File: config.mk
export PLATFORM = sky130hd
export DESIGN_NAME = tp84_audio_filter
export DESIGN_NICKNAME = d
export VERILOG_FILES = /design/src/rtl/tp84_audio_filter.sv
export SDC_FILE = /design/constraint.sdc
export NUM_CORES = 1
export LEC_CHECK = 0
export ABC_AREA = 1
export CAP_MARGIN = 20
export CORE_MARGIN = 2
export CORE_UTILIZATION = 29
export CTS_BUF_LIST = sky130_fd_sc_hd__clkbuf_4
export CTS_CLUSTER_SIZE = 10
export DETAILED_ROUTE_END_ITERATION = 7
export PLACE_DENSITY_LB_ADDON = 0.15
export SLEW_MARGIN = 20
export SYNTH_ARGS = -nofsm -noshare
export SYNTH_HDL_FRONTEND = slang
export SYNTH_SLANG_ARGS = --single-unit
File: constraint.sdc
create_clock -name clk_49m -period 3.7 [get_ports clk_49m]
set_input_delay 0.74 -clock clk_49m [delete_from_list [all_inputs] [get_ports clk_49m]]
set_output_delay 0.74 -clock clk_49m [all_outputs]
set_load 0.1 [all_outputs]
File: src/rtl/tp84_audio_filter.sv
// tp84_audio_filter: decimates the core's 16-bit sound to a 48 kHz stream,
// then runs an optional low-pass, optional DC blocker, saturation and mute.
module tp84_audio_filter #(
  parameter int DIV       = 1024,
  parameter int LPF_SHIFT = 2,
  parameter int DCB_SHIFT = 10
) (
  input  logic               clk_49m,
  input  logic               reset,
  input  logic signed [15:0] sound_in,
  input  logic               lpf_en,
  input  logic               dcb_en,
  input  logic               mute,
  output logic signed [15:0] sound_out,
  output logic               sample_strobe
);

  localparam int CW = $clog2(DIV);
  localparam int LW = 16 + LPF_SHIFT;
  localparam int DW = 16 + DCB_SHIFT;

  logic [CW-1:0]        cnt;
  logic                 tick;

  logic signed [15:0]   x;
  logic                 v0;

  logic signed [LW-1:0] lp_acc;
  logic signed [LW-1:0] lp_x;
  logic signed [LW-1:0] lp_shl;
  logic signed [LW-1:0] lp_dec;
  logic signed [LW-1:0] lp_upd;
  logic signed [LW-1:0] lp_next;
  logic signed [15:0]   y_next;
  logic signed [15:0]   y_lp;
  logic                 v1;

  logic signed [DW-1:0] dc_acc;
  logic signed [DW-1:0] dc_next;
  logic signed [15:0]   dc_m;
  logic signed [16:0]   y_ext;
  logic signed [16:0]   d_blk;
  logic signed [16:0]   d_next;
  logic signed [16:0]   d;
  logic                 v2;

  logic signed [15:0]   d_sat;

  assign tick = (cnt == CW'(DIV - 1));

  // Sample divider: free-running 0..DIV-1
  always_ff @(posedge clk_49m or posedge reset) begin
    if (reset) cnt <= '0;
    else if (tick) cnt <= '0;
    else cnt <= cnt + CW'(1);
  end

  // Stage 0: capture the decimated input sample
  always_ff @(posedge clk_49m or posedge reset) begin
    if (reset) begin
      x  <= '0;
      v0 <= 1'b0;
    end else begin
      v0 <= tick;
      if (tick) x <= sound_in;
    end
  end

  // Low-pass update; accumulator holds y_lp scaled by 2^LPF_SHIFT
  always_comb begin
    lp_x    = {{LPF_SHIFT{x[15]}}, x};
    lp_shl  = {x, {LPF_SHIFT{1'b0}}};
    lp_dec  = lp_acc >>> LPF_SHIFT;
    lp_upd  = lp_acc + lp_x - lp_dec;
    lp_next = lpf_en ? lp_upd : lp_shl;
    y_next  = lp_next[LW-1:LPF_SHIFT];
  end

  // Stage 1: low-pass register
  always_ff @(posedge clk_49m or posedge reset) begin
    if (reset) begin
      lp_acc <= '0;
      y_lp   <= '0;
      v1     <= 1'b0;
    end else begin
      v1 <= v0;
      if (v0) begin
        lp_acc <= lp_next;
        y_lp   <= y_next;
      end
    end
  end

  // DC blocker: subtract the running mean tracked by dc_acc
  always_comb begin
    y_ext   = {y_lp[15], y_lp};
    dc_m    = dc_acc[DW-1:DCB_SHIFT];
    d_blk   = y_ext - {dc_m[15], dc_m};
    d_next  = dcb_en ? d_blk : y_ext;
    dc_next = '0;
    if (dcb_en) dc_next = dc_acc + {{(DW-17){d_blk[16]}}, d_blk};
  end

  // Stage 2: DC blocker register
  always_ff @(posedge clk_49m or posedge reset) begin
    if (reset) begin
      dc_acc <= '0;
      d      <= '0;
      v2     <= 1'b0;
    end else begin
      v2 <= v1;
      if (v1) begin
        dc_acc <= dc_next;
        d      <= d_next;
      end
    end
  end

  // Clip the 17-bit difference to the 16-bit range
  always_comb begin
    d_sat = d[15:0];
    if (d[16] != d[15]) d_sat = d[16] ? 16'sh8000 : 16'sh7fff;
  end

  // Stage 3: output register, mute gate and strobe
  always_ff @(posedge clk_49m or posedge reset) begin
    if (reset) begin
      sound_out     <= '0;
      sample_strobe <= 1'b0;
    end else begin
      sample_strobe <= v2;
      if (v2) sound_out <= mute ? 16'sh0000 : d_sat;
    end
  end

endmodule

==> impl_metrics.yaml <==
timing:
  max_freq_mhz: 295
  setup_violations: 0
  finClkSkew_ps: 34.6
  min_period_ps: 3390
  drv_slew: 0
  tightest_slew_ps: 971
  hold_violations: 0
  maxSlewHeadroom: 0.351
  fin_crit_sh: 0.916
  setup_ws_ps: 312
logic_synthesis:
  syn_area_per_cell_um2: 7.37
  ys_types: 47
  synth-compound-area-share: 0.178
  synthSimpleGateAreaFrac: 0.235
  synth-edff-count: 0
  async_reset_ff_frac: 1.00
  syn-cell-area_mm2: 0.00824
  synth_fp_nets: 1219
  synth_ff_type: "dfrtp_1"
  ys_seq_area_frac: 0.325
  synthCells: 1118
  synthMuxAreaShare: 0
  synth_top_family_by_area: "simple AND/OR/NAND/NOR gates"
  synth_xor_area_frac: 0.0255
  ys_ff_latch: 107
  synth_adder_area_share: 0.139
  synth-warning-count: 0
floorplanning:
  start_util: 0.296
  dieArea_mm2: 0.0298
  die_x_um: 173
  row_count: 61
  placeableCoreArea_mm2: 0.0279
  ios: 38
  die_h_um: 173
setup_path:
  critPathCaptureType: "flop"
  worstPathCellList: "inv_1 -> ha_1 -> fa_1 -> inv_1 -> nand3_1 -> nand2_2 -> nand2_1 -> nand2_4 -> a21oi_2 -> xor2_1 -> inv_1 -> ha_2 -> nand2_1 -> nor2_2 -> nand2_1 -> inv_1 -> nand4_1 -> nand3_1 -> nand2_1 -> nand3_1 -> o21ai_1"
  crit_arrival_ps: 3800
  crit_fanout: 5
  critPathSlowestCell: "dfrtp_1"
  rrSetupSlack_ps: 310
  crit_family: "simple AND/OR/NAND/NOR gates"
  slowest_delay_ps: 410
  worst_setup_path_start_kind: "flop"
  cp.required_ps: 4110
  path_class: "flop to flop"
  crit_buf_inv: 4
cts:
  path_clk_slew_ps: 190
  cts_tree: "built"
  root_buffer: "clkbuf_4"
  h-tree-depth: 3
  clk_latency_ps: 530
  cts.sinks: 107
  numCtsBuffers: 9
  clockBufferDepth: 2
cells_and_area:
  final_layout_size_suffix_gt1_frac: 0.0981
  fillers: 3011
  design_area_mm2: 0.00939
  final_cell_mix: "nand2_1, inv_1, dfrtp_1"
  syn_to_final_growth_pct: 13.9
  final_common_cell: "nand2_1"
  nNetsFinal: 1258
  multiInputGateArea_mm2: 0.00490
  seq_area_mm2: 0.00268
  final_cells: 1541
power:
  peakVddDrop_mv: 0.147
  p_per_area_mw_per_mm2: 204
  power_uw: 1910
  p_leak_uw: 0.00463
placed_design:
  post-place-cells: 1521
  io_buffers: 37
  post_dp_cell_area_mm2: 0.00906
  hpwl_mm: 18.1
  pre_cts_slack_ps: 68.7
  place.gp.congestion: 0.843
global_routing:
  grtUsageMet2: 0.248
  grt_max_degree: 49
  antenna_found_initial: 1
  grt_usage: 0.158
  grt.met1_usage: 0.232
  grt_use_met3: 0.0189
  grt_first_pass_wirelength_mm: 37.9
  busiest_layer: "met2"
  grt.overflow.total: 0
  grt_pass1_vias: 6966
routing:
  postRouteWirelength_mm: 23.2
  drtIter0Drc: 549
  drc: 0
  detail-route-antenna-nets: 0
  avgViaCountPerCell: 4.67
  dr.pass1.iters: 5
  post_drt_wl_per_cell_um: 15.0
  via_count: 7195
job:
  cap_violations: 0
min_path:
  min_path_type: "flop to flop"
run_status:
  status: "finished clean"
through the flow:
step                hold slack (ps)   util  setup TNS (ps)
floorplan                       349      -               0
global placement                468  0.325               0
detailed placement              468  0.325               0
CTS                             515  0.331               0
global route                    536  0.337           -4.24
finish                          508  0.337               0
cell type report:
| class | count | share of cell area |
|---|---|---|
| multi-input combinational | 804 | 0.522 |
| inverter | 184 | 0.0738 |
| clock inverter | 7 | 0.00893 |
| timing repair buffer | 51 | 0.0524 |
| sequential | 107 | 0.285 |
| clock buffer | 9 | 0.00720 |
| antenna | 1 | 0.000267 |
| tap | 378 | 0.0504 |
registers in the layout (all words and copies together), names as in the netlist:
register	cells
x	16
sound_out	16
d	17
v2	1
v1	1
v0	1
sample_strobe	1
cnt	10
lp_acc	18
dc_acc	26
synthesized netlist by cell type (2+ instances only):
cell	n	area share
nand2_1	238	0.11
inv_1	179	0.081
dfrtp_1	107	0.32
a21oi_1	102	0.062
nor2_1	85	0.039
o21ai_0	82	0.050
ha_1	61	0.093
nand3_1	59	0.036
o22ai_1	20	0.015
fa_1	19	0.046
nand2_2	17	0.013
xor2_1	16	0.017
clkbuf_1	13	0.0059
o21ai_1	12	0.0073
nand4_1	10	0.0076
o21ai_2	10	0.011
xnor2_1	8	0.0085
a21o_1	7	0.0064
a21oi_2	7	0.0074
nor2_2	7	0.0053
nor3_1	7	0.0042
buf_2	6	0.0036
o21bai_1	6	0.0055
buf_6	4	0.0055
nor3_2	4	0.0049
clkinv_1	3	0.0014
or2_2	3	0.0023
a21boi_0	2	0.0018
a21boi_1	2	0.0018
a22oi_1	2	0.0018
inv_2	2	0.00091
nand3_2	2	0.0024
or2_1	2	0.0015
power by group:
group | internal [µW] | switching [µW] | total, µW
clock | 172 | 504 | 676
combinational | 24.4 | 41.8 | 66.1
sequential | 1170 | 0 | 1170
repair_timing:
item | in CTS | in global routing
buffers inserted | 0 | 3
hold buffers | 0 | 0
gates resized for setup | 0 | 34
endpoints found under the setup margin | 0 | 11
worst min-delay path: cells and delay by family, from the launching register on:
| family | cells | cell delay, ps |
|---|---|---|
| and+or+nand+nor | 2 | 100 |
| DFF | 1 | 390 |
worst paths after layout:
path                         endpoint      start  depth (start not counted)
hold / removal                   d[5]       d[5]                          2
max in group asynchronous  lp_acc[17]      reset                          3
min in group asynchronous      cnt[6]      reset                          2
hold reg to reg                  d[5]       d[5]                          2
setup / recovery           dc_acc[17]  lp_acc[2]                         21
setup reg to reg           dc_acc[17]  lp_acc[2]                         21
kinds of logic (layout without fill, tap and decap cells):
logic type / Yosys count / after routing
AO/OA/AOI/OAI: 259 / 259
other: 0 / 1
AND/OR/NAND/NOR: 441 / 441
flip-flops: 107 / 107
adder cells (fa/ha/maj): 80 / 80
buffers and inverters: 207 / 251
XOR/XNOR: 24 / 24
layer usage:
layer	vias up	wire length [µm]
met5	-	0
met4	0	385
met3	20	704
met2	126	10300
met1	3322	11700
li1	3727	-
Power figures use the tool's default switching activity.
